`src/rtl/mini_risc_ctrl_fsm.sv`:
```
// Multi-cycle control unit for the KGP mini-RISC core.
// Sequences each instruction through fetch, decode, execute, memory and
// writeback, and drives every data_path control input from registered flops.
// Optional build macro: ILLEGAL_OP_TRAP_EN (trap undefined opcodes / R-type
// func > 7 into S_HALT and raise a sticky illegal_op flag). When the macro is
// not defined, such instructions retire as a NOP.
module mini_risc_ctrl_fsm #(
    parameter int unsigned MEM_LAT     = 1,          // legal range 1..7
    parameter logic [5:0]  HALT_OPCODE = 6'b111111
) (
    input  logic       clk,
    input  logic       rst,
    input  logic [5:0] opcode_out,
    input  logic [5:0] func_out,
    output logic [1:0] reg_write,
    output logic       imm_mux_ctrl,
    output logic       alu_mux_ctrl,
    output logic [3:0] alu_op,
    output logic       dmem_enable,
    output logic       dmem_write_enable,
    output logic [1:0] reg_write_mux_ctrl,
    output logic [4:0] br_op,
    output logic       ir_write,
    output logic       pc_write,
    output logic       halted,
    output logic [2:0] state_out
`ifdef ILLEGAL_OP_TRAP_EN
    ,
    output logic       illegal_op
`endif
);

    localparam int unsigned OP_W  = 6;
    localparam int unsigned CNT_W = 3;

    localparam logic [CNT_W-1:0] MEM_LOAD = CNT_W'(MEM_LAT - 1);

    localparam logic [OP_W-1:0] OP_RTYPE = 6'b000000;
    localparam logic [OP_W-1:0] OP_ADDI  = 6'b000001;
    localparam logic [OP_W-1:0] OP_COMPI = 6'b000010;
    localparam logic [OP_W-1:0] OP_LW    = 6'b000011;
    localparam logic [OP_W-1:0] OP_SW    = 6'b000100;
    localparam logic [OP_W-1:0] OP_B     = 6'b000101;
    localparam logic [OP_W-1:0] OP_BL    = 6'b001010;
    localparam logic [OP_W-1:0] OP_BNCY  = 6'b001100;

    typedef enum logic [2:0] {
        S_IDLE   = 3'd0,
        S_FETCH  = 3'd1,
        S_DECODE = 3'd2,
        S_EXEC   = 3'd3,
        S_MEM    = 3'd4,
        S_WB     = 3'd5,
        S_HALT   = 3'd7
    } state_e;

    state_e            state_q, state_d;
    logic [OP_W-1:0]   op_q, op_d;
    logic [OP_W-1:0]   func_q, func_d;
    logic [CNT_W-1:0]  cnt_q, cnt_d;
    logic              illegal_q, illegal_d;

    logic [1:0] reg_write_q, reg_write_d;
    logic       imm_mux_q, imm_mux_d;
    logic       alu_mux_q, alu_mux_d;
    logic [3:0] alu_op_q, alu_op_d;
    logic       dmem_en_q, dmem_en_d;
    logic       dmem_we_q, dmem_we_d;
    logic [1:0] rw_mux_q, rw_mux_d;
    logic [4:0] br_op_q, br_op_d;
    logic       ir_write_q, ir_write_d;
    logic       pc_write_q, pc_write_d;
    logic       halted_q, halted_d;

    logic is_rtype, is_imm, is_lw, is_sw, is_br, is_bl, is_halt, is_illegal;

    // Instruction latch: capture opcode/func in DECODE, hold otherwise
    always_comb begin
        op_d   = op_q;
        func_d = func_q;
        if (state_q == S_DECODE) begin
            op_d   = opcode_out;
            func_d = func_out;
        end
    end

    // Opcode classification from the (about to be) latched instruction
    always_comb begin
        is_rtype   = (op_d == OP_RTYPE);
        is_imm     = (op_d == OP_ADDI) || (op_d == OP_COMPI);
        is_lw      = (op_d == OP_LW);
        is_sw      = (op_d == OP_SW);
        is_br      = (op_d >= OP_B) && (op_d <= OP_BNCY);
        is_bl      = (op_d == OP_BL);
        is_halt    = (op_d == HALT_OPCODE);
        is_illegal = (!(is_rtype || is_imm || is_lw || is_sw || is_br || is_halt))
                   || (is_rtype && (func_d[5:3] != 3'd0));
    end

    // Next-state, MEM latency counter and sticky trap flag
    always_comb begin
        state_d   = state_q;
        cnt_d     = cnt_q;
        illegal_d = illegal_q;
        case (state_q)
            S_IDLE:   state_d = S_FETCH;
            S_FETCH:  state_d = S_DECODE;
            S_DECODE: begin
                if (is_halt) begin
                    state_d = S_HALT;
                end else if (is_illegal) begin
`ifdef ILLEGAL_OP_TRAP_EN
                    state_d   = S_HALT;
                    illegal_d = 1'b1;
`else
                    state_d   = S_WB;
`endif
                end else begin
                    state_d = S_EXEC;
                end
            end
            S_EXEC: begin
                if (is_lw || is_sw) begin
                    state_d = S_MEM;
                    cnt_d   = MEM_LOAD;
                end else if (is_br) begin
                    state_d = S_FETCH;
                end else begin
                    state_d = S_WB;
                end
            end
            S_MEM: begin
                if (cnt_q != '0) begin
                    cnt_d = cnt_q - CNT_W'(1);
                end else begin
                    state_d = is_lw ? S_WB : S_FETCH;
                end
            end
            S_WB:     state_d = S_FETCH;
            S_HALT:   state_d = S_HALT;
            default:  state_d = S_IDLE;
        endcase
    end

    // Output decode for the state being entered, so outputs are registered
    always_comb begin
        reg_write_d = 2'b00;
        imm_mux_d   = 1'b0;
        alu_mux_d   = 1'b0;
        alu_op_d    = 4'd0;
        dmem_en_d   = 1'b0;
        dmem_we_d   = 1'b0;
        rw_mux_d    = 2'b00;
        br_op_d     = 5'd0;
        ir_write_d  = 1'b0;
        pc_write_d  = 1'b0;
        halted_d    = 1'b0;

        // ALU setup established in EXEC is held through MEM and WB
        if ((state_d == S_EXEC) || (state_d == S_MEM) || (state_d == S_WB)) begin
            if (is_rtype && !is_illegal) begin
                alu_op_d  = func_d[3:0];
                alu_mux_d = 1'b0;
            end else if (is_imm) begin
                alu_op_d  = (op_d == OP_COMPI) ? 4'd1 : 4'd0;
                alu_mux_d = 1'b1;
                imm_mux_d = 1'b0;
            end else if (is_lw || is_sw) begin
                alu_op_d  = 4'd0;
                alu_mux_d = 1'b1;
                imm_mux_d = 1'b1;
            end
        end

        case (state_d)
            S_FETCH: ir_write_d = 1'b1;
            S_EXEC: begin
                if (is_br) begin
                    br_op_d    = op_d[4:0];
                    pc_write_d = 1'b1;
                    if (is_bl) begin
                        reg_write_d = 2'b11;
                        rw_mux_d    = 2'b00;
                    end
                end
            end
            S_MEM: begin
                dmem_en_d  = 1'b1;
                dmem_we_d  = is_sw;
                pc_write_d = is_sw && (cnt_d == '0);
            end
            S_WB: begin
                pc_write_d = 1'b1;
                br_op_d    = 5'd0;
                if (is_lw) begin
                    reg_write_d = 2'b10;
                    rw_mux_d    = 2'b01;
                end else if (!is_illegal) begin
                    reg_write_d = 2'b01;
                    rw_mux_d    = 2'b10;
                end
            end
            S_HALT:  halted_d = 1'b1;
            default: ;
        endcase
    end

    // State, instruction latch, counter and registered outputs
    always_ff @(posedge clk or negedge rst) begin
        if (!rst) begin
            state_q     <= S_IDLE;
            op_q        <= '0;
            func_q      <= '0;
            cnt_q       <= '0;
            illegal_q   <= 1'b0;
            reg_write_q <= 2'b00;
            imm_mux_q   <= 1'b0;
            alu_mux_q   <= 1'b0;
            alu_op_q    <= 4'd0;
            dmem_en_q   <= 1'b0;
            dmem_we_q   <= 1'b0;
            rw_mux_q    <= 2'b00;
            br_op_q     <= 5'd0;
            ir_write_q  <= 1'b0;
            pc_write_q  <= 1'b0;
            halted_q    <= 1'b0;
        end else begin
            state_q     <= state_d;
            op_q        <= op_d;
            func_q      <= func_d;
            cnt_q       <= cnt_d;
            illegal_q   <= illegal_d;
            reg_write_q <= reg_write_d;
            imm_mux_q   <= imm_mux_d;
            alu_mux_q   <= alu_mux_d;
            alu_op_q    <= alu_op_d;
            dmem_en_q   <= dmem_en_d;
            dmem_we_q   <= dmem_we_d;
            rw_mux_q    <= rw_mux_d;
            br_op_q     <= br_op_d;
            ir_write_q  <= ir_write_d;
            pc_write_q  <= pc_write_d;
            halted_q    <= halted_d;
        end
    end

    assign reg_write          = reg_write_q;
    assign imm_mux_ctrl       = imm_mux_q;
    assign alu_mux_ctrl       = alu_mux_q;
    assign alu_op             = alu_op_q;
    assign dmem_enable        = dmem_en_q;
    assign dmem_write_enable  = dmem_we_q;
    assign reg_write_mux_ctrl = rw_mux_q;
    assign br_op              = br_op_q;
    assign ir_write           = ir_write_q;
    assign pc_write           = pc_write_q;
    assign halted             = halted_q;
    assign state_out          = state_q;
`ifdef ILLEGAL_OP_TRAP_EN
    assign illegal_op         = illegal_q;
`endif

endmodule

```
`config.mk`:
```
export PLATFORM = sky130hd
export DESIGN_NAME = mini_risc_ctrl_fsm
export DESIGN_NICKNAME = d
export VERILOG_FILES = /design/src/rtl/mini_risc_ctrl_fsm.sv
export SDC_FILE = /design/constraint.sdc
export NUM_CORES = 1
export LEC_CHECK = 0
export BUFFER_PORTS_ARGS = -buffer_cell sky130_fd_sc_hd__buf_2
export CORE_AREA = 2 2 78 80
export CTS_CLUSTER_SIZE = 20
export DETAILED_ROUTE_END_ITERATION = 10
export DIE_AREA = 0 0 80 82
export SLEW_MARGIN = 20
export SYNTH_ARGS = -nofsm -noshare
export SYNTH_HDL_FRONTEND = slang
export SYNTH_SLANG_ARGS = --single-unit
```
`constraint.sdc`:
```
create_clock -name clk -period 1.9 [get_ports clk]
set_input_delay 0.38 -clock clk [delete_from_list [all_inputs] [get_ports clk]]
set_output_delay 0.38 -clock clk [all_outputs]
set_load 0.01 [all_outputs]
```
# --- After elaboration in Yosys (flattened, before gate mapping) ---
# Index checks and enable logic that the tools add are counted.
classes:
  addsub: 1
  order_cmp: 2
  n_eq_ne: 17
  mux: 39
  n_reduce_logical: 22
ops:
  columns: ["cell", "n"]
  rows:
  - ["2-to-1 mux 3 bit", 8]
  - ["== test 3 bit, second input constant", 6]
  - ["one-hot mux 3 bit (6 select lines)", 1]
  - ["2-to-1 mux 1 bit", 15]
  - ["== test 6 x 2 -> 1 bit, second input constant", 2]
  - ["2-to-1 mux 2 bit", 6]
  - ["2-to-1 mux 6 bit", 2]
  - ["logical OR 1 bit", 10]
  - ["2-to-1 mux 5 bit", 2]
  - ["== test 3 x 2 -> 1 bit, second input constant", 3]
  - ["2-to-1 mux 4 bit", 2]
  - ["== test 3 x 1 -> 1 bit, second input constant", 2]
  - ["== test 6 x 1 -> 1 bit, second input constant", 1]
  - ["== test 6 x 3 -> 1 bit, second input constant", 1]
  - ["== test 6 x 4 -> 1 bit, second input constant", 1]
  - ["== test 6 bit, second input constant", 1]
  - ["greater-or-equal comparator 6 x 3 -> 1 bit, second input constant", 1]
  - ["less-or-equal comparator 6 x 4 -> 1 bit, second input constant", 1]
  - ["logical NOT 3 bit", 2]
  - ["logical NOT 6 bit", 1]
  - ["one-hot mux 3 bit (2 select lines)", 1]
  - ["nonzero test 3 bit", 2]
  - ["logical AND 1 bit", 4]
  - ["one-hot mux 2 bit (2 select lines)", 1]
  - ["other kinds (4)", 5]
totals:
  reg_bits: 38
  inputBits: 14
  output_inout_bits: 23

# --- Longest topological paths before layout ---
logic_depth:
  depth_word: 18
  mapped_depth: 9
  depth_no_buf: 9

# --- Worst setup path before layout ---
# No wires, ideal clock.
synth_path:
  kind: "flip-flop to flip-flop"
  startpoint: "reg state_q[0], in the netlist state_out[0]"
  endpoint: "reg reg_write_q[0], in the netlist reg_write[0]"
  setup_ns: 0.119
  arrival_ns: 1.953
  t_required_ns: 1.781
  slack_ns: -0.172
  stages_incl_launch_ff: 8
  n_path_buf: 0
  period_less_slack_ns: 2.072
  cell_sequence: "dfrtp_1 > nor3b_4 > and4b_1 > o21ai_2 > a32oi_4 > inv_4 > and4_4 > o21a_1"
synth_via:
  elab_chain_len: 16
  elab_cells_between_ends: 45
synth_rtl:
  columns: ["element", "line_no", "text"]
  rows:
  - ["from (decl)", "57", "state_e state_q, state_d;"]
  - ["from (signal assigned)", "228", "state_q <= state_d;"]
  - ["branches (longest 13 deep; another with greater-or-equal comparator 6 x 3 -> 1 bit)", null, null]
  - ["one-hot mux 3 bit (6 select lines) *", "105", "case (state_q)"]
  - ["named net state_d[1]", "57", null]
  - ["== test 3 bit or == test 3 x 2 -> 1 bit (tied branches)", "175", "case (state_d)"]
  - ["one-hot mux 2 bit (2 select lines) *", "175", null]
  - ["named net reg_write_d[0]", "63", "logic [1:0] reg_write_q, reg_write_d;"]
  - ["to (signal assigned)", "233", "reg_write_q <= reg_write_d;"]
  - ["to (decl)", "63", null]
# Mark *: on every way through the listed nets, which the timed path passes.

# --- Worst setup path in the final report ---
layout_path:
  startpoint: "reg state_q[2], in the netlist state_out[2]"
  endpoint: "reg reg_write_q[0], in the netlist reg_write[0]"
# Same word-level chain as after synthesis.

==> qor.csv <==
stage,metric,value,unit
cells_and_area,Inserted Diodes,0,
global_route,total routing usage reported by global routing,0.162,
yosys,number of register bits inferred by synthesis,38,
global_route,number of global-route vias before repair,1727,
floorplanning,core box area,5750,um2
cts,number of clock sinks,38,
cts,TritonCTS clock tree,built,
global_route,wire length of the first global-routing pass,8.11,mm
timing,worst path setup slack after routing,-0.0541,ns
power_and_ir_drop,pwr/cell area,1510,nW/um2
cts,count of H-tree levels built during CTS,2,
cts,CTS Root Cell,sky130_fd_sc_hd__clkbuf_8,
placed_design,half-perimeter wire length after detailed placement,3.46,mm
timing,final hold viol count,0,
cts,register clock-pin slew on the reported worst setup and hold paths,0.07,ns
power_and_ir_drop,Tot Pwr,4220,uW
cells_and_area,area of all placed cells without fillers,2790,um2
floorplanning,top-level port count,37,
timing,portion of the clock cycle consumed by the worst path in the final layout,1.03,
setup_path,Worst Setup Start Kind,flop,
yosys,mean instance size in the synthesized netlist,9.90,um2
global_route,maximum number of pins on one net before global-route repair,39,
setup_path,data arrival time at the worst-slack endpoint,2.13,ns
yosys,Synth Flop Type,sky130_fd_sc_hd__dfrtp_1,
power_and_ir_drop,net load switching power,1660,uW
drt,via count,1730,
yosys,number of standard cells after synthesis,195,
setup_path,CP max FO,4,
power_and_ir_drop,Static Leak,0.00139,uW
setup_path,critical path capture point type,flop,
floorplanning,die area,6560,um2
power_and_ir_drop,clock power share,0.136,
drt,number of remaining DRC errors,0,
setup_path,Setup CP Type,flop to flop,
yosys,biggest area consumer among synthesized cells,sky130_fd_sc_hd__dfrtp_1,
timing,Worst Hold Slack,0.127,ns
timing,Max Clock Freq,512,MHz
cells_and_area,fraction of final layout cells sized beyond drive strength 1,0.460,
power_and_ir_drop,worst ir drop on vdd,0.547,mV
yosys,cell area after synthesis,1930,um2
yosys,count of distinct cell types in the synthesized netlist,50,
cells_and_area,most frequent cells in the layout,"50 x sky130_fd_sc_hd__buf_4, 36 x sky130_fd_sc_hd__buf_2, 35 x sky130_fd_sc_hd__nand2_1",
cts,TritonCTS buffer count,5,
cells_and_area,"leading cell type in the layout, fill and taps excluded",sky130_fd_sc_hd__buf_4,
cells_and_area,Final Net Count,304,
min_path,class of the most critical hold timing path,input pin to async pin,
timing,Final Critical Period,1.95,ns
flow_run,MaxCap Viol Count,0,
yosys,Synth top area share,0.493,
timing,count of final setup violators,9,
floorplanning,starting utilization of the core area,0.336,
placed_design,Port-buffer cells,36,
placed_design,Post-Place Cell Area,2520,um2
yosys,post-synthesis sequential area ratio,0.493,
timing,final count of pins violating max slew,0,
power_and_ir_drop,internal portion of total power,2550,uW
cts,Post-CTS Hold Fix Bufs,0,
placed_design,gp weighted congestion,0.860,
floorplanning,chip width,80,um
yosys,Area contributors post-synth,"sky130_fd_sc_hd__dfrtp_1 49%, sky130_fd_sc_hd__nand2_1 6.8%, sky130_fd_sc_hd__nor2_1 3.5%, sky130_fd_sc_hd__nor3_1 2.9%, sky130_fd_sc_hd__a21oi_1 2.3%",
cells_and_area,final core area utilization,0.485,
floorplanning,number of placement rows,28,
yosys,Async SR Flop Fraction,1.00,
cts,Worst-Skew Late Latency,0.29,ns
yosys,Post-synth EDFFs,0,
setup_path,required arrival time at the worst endpoint,2.08,ns
cells_and_area,area added between synthesis and finish,44.3,%
timing,unrepaired setup endpoints after global routing,true,
global_route,initial antenna violation count,0,
placed_design,worst setup slack before clock tree synthesis,-0.167,ns
drt,Via-to-Cell Ratio,4.75,
floorplanning,y dimension of the die,82,um
cts,deepest clock path buffer count,2,
run_status,status,"finished, violations left",
global_route,gr ovfl total,0,
timing,worst clock skew,0.00435,ns
drt,drt first pass iters,4,
power_and_ir_drop,share of total power in sequential cells,0.295,
drt,routed length per placed instance,13.1,um
run_status,violated checks,setup timing,
drt,residual antenna-violating net count after detailed routing,0,
power_and_ir_drop,combinational fraction of design power,0.568,
power_and_ir_drop,switching portion of total power,0.395,
drt,first-iteration detailed-routing DRC count,101,
drt,"wirelength, routed",4.77,mm
yosys,"Warnings, synthesis",0,
worst max-delay path, cell delays in order, from the launching register on:
cell                      delay, ns
sky130_fd_sc_hd__dfrtp_2       0.44
sky130_fd_sc_hd__nor3b_4       0.30
sky130_fd_sc_hd__and4b_1       0.32
sky130_fd_sc_hd__o21ai_4       0.09
sky130_fd_sc_hd__a32oi_4       0.23
sky130_fd_sc_hd__inv_4         0.07
sky130_fd_sc_hd__and4_4        0.20
sky130_fd_sc_hd__o21a_1        0.19
power groups by stage:
stage	registers, uW	logic (uW)	clock network, uW
after global placement	1220	2010	0
final	1240	2400	574
after global routing	1280	2630	629
after floorplan	1290	1180	0
after detailed placement	1220	2040	0
after CTS	1230	2280	590
metal layers:
layer,track usage,up-vias,share of wire
met5,0,-,0
met3,0.0418,6,0.054
met2,0.270,35,0.48
li1,-,867,-
met4,0.0458,0,0.013
met1,0.207,822,0.45
flip-flops by register name (all words and copies together), names as in the netlist, 2 cells and up:
register            flops
op_q                    6
func_q                  6
br_op                   5
reg_write_mux_ctrl      2
alu_op                  4
cnt_q                   3
state_out               3
reg_write               2
Yosys cell counts, types with 2 or more instances:
library cell	n
sky130_fd_sc_hd__o21a_1	3
sky130_fd_sc_hd__dfrtp_1	38
sky130_fd_sc_hd__inv_1	6
sky130_fd_sc_hd__nor3_1	11
sky130_fd_sc_hd__mux2i_1	4
sky130_fd_sc_hd__o21ai_0	4
sky130_fd_sc_hd__nand3_1	7
sky130_fd_sc_hd__ha_1	2
sky130_fd_sc_hd__and2_1	2
sky130_fd_sc_hd__or2_2	2
sky130_fd_sc_hd__nor2_1	18
sky130_fd_sc_hd__clkbuf_1	5
sky130_fd_sc_hd__and3b_1	2
sky130_fd_sc_hd__nor3b_1	2
sky130_fd_sc_hd__nand3b_1	2
sky130_fd_sc_hd__nand2b_1	2
sky130_fd_sc_hd__and3_1	2
sky130_fd_sc_hd__a21oi_1	9
sky130_fd_sc_hd__o22ai_1	2
sky130_fd_sc_hd__nand2_1	35
sky130_fd_sc_hd__xnor2_1	3
sky130_fd_sc_hd__nand4_1	5
sky130_fd_sc_hd__o211ai_1	2
layout make-up:
class	count	area (um2)
Fill cell	570	2960
Multi-Input combinational cell	145	1010
Sequential cell	38	956
Timing Repair Buffer	90	601
Tap cell	75	93.8
Clock buffer	7	86.3
Inverter	8	32.5
Clock inverter	1	5.00
final timing paths:
kind	start	to	slack, ns	cells after the start
max reg2reg	state_out[2]	reg_write[0]	-0.05	7
min in group clk	func_out[3]	func_q[3]	0.29	3
max in group asynchronous	rst	state_out[2]	1.42	2
max	state_out[2]	reg_write[0]	-0.05	7
min	rst	func_q[3]	0.13	2
min reg2reg	func_q[2]	func_q[2]	0.48	2
cells by family (layout without fill, tap and decap cells):
family / after synthesis / count (layout) / share of synthesized area
AND/OR/NAND/NOR: 101 / 102 / 0.268
flip-flops: 38 / 38 / 0.493
AO/OA/AOI/OAI: 31 / 31 / 0.152
buffers and inverters: 14 / 106 / 0.0324
multiplexers: 5 / 5 / 0.0266
XOR/XNOR: 3 / 3 / 0.0136
adder cells (fa/ha/maj): 2 / 2 / 0.0130
other: 1 / 2 / 0.00194
metrics by stage:
stage	setup TNS [ns]	instances
4_1_cts	-0.159	362
6_report	-0.342	364
2_1_floorplan	-0.570	196
3_3_place_gp	-0.742	345
3_5_place_dp	-1.24	345
5_1_grt	-1.39	364
what timing repair did:
item                                    4_1_cts  5_1_grt
endpoints found under the hold margin         0        0
setup buffers                                 8        2
pin swaps                                    10        7
cloned                                        1        0
resized for setup                             9       14
endpoints found under the setup margin       10       15
(Power assumes the default switching activity.)
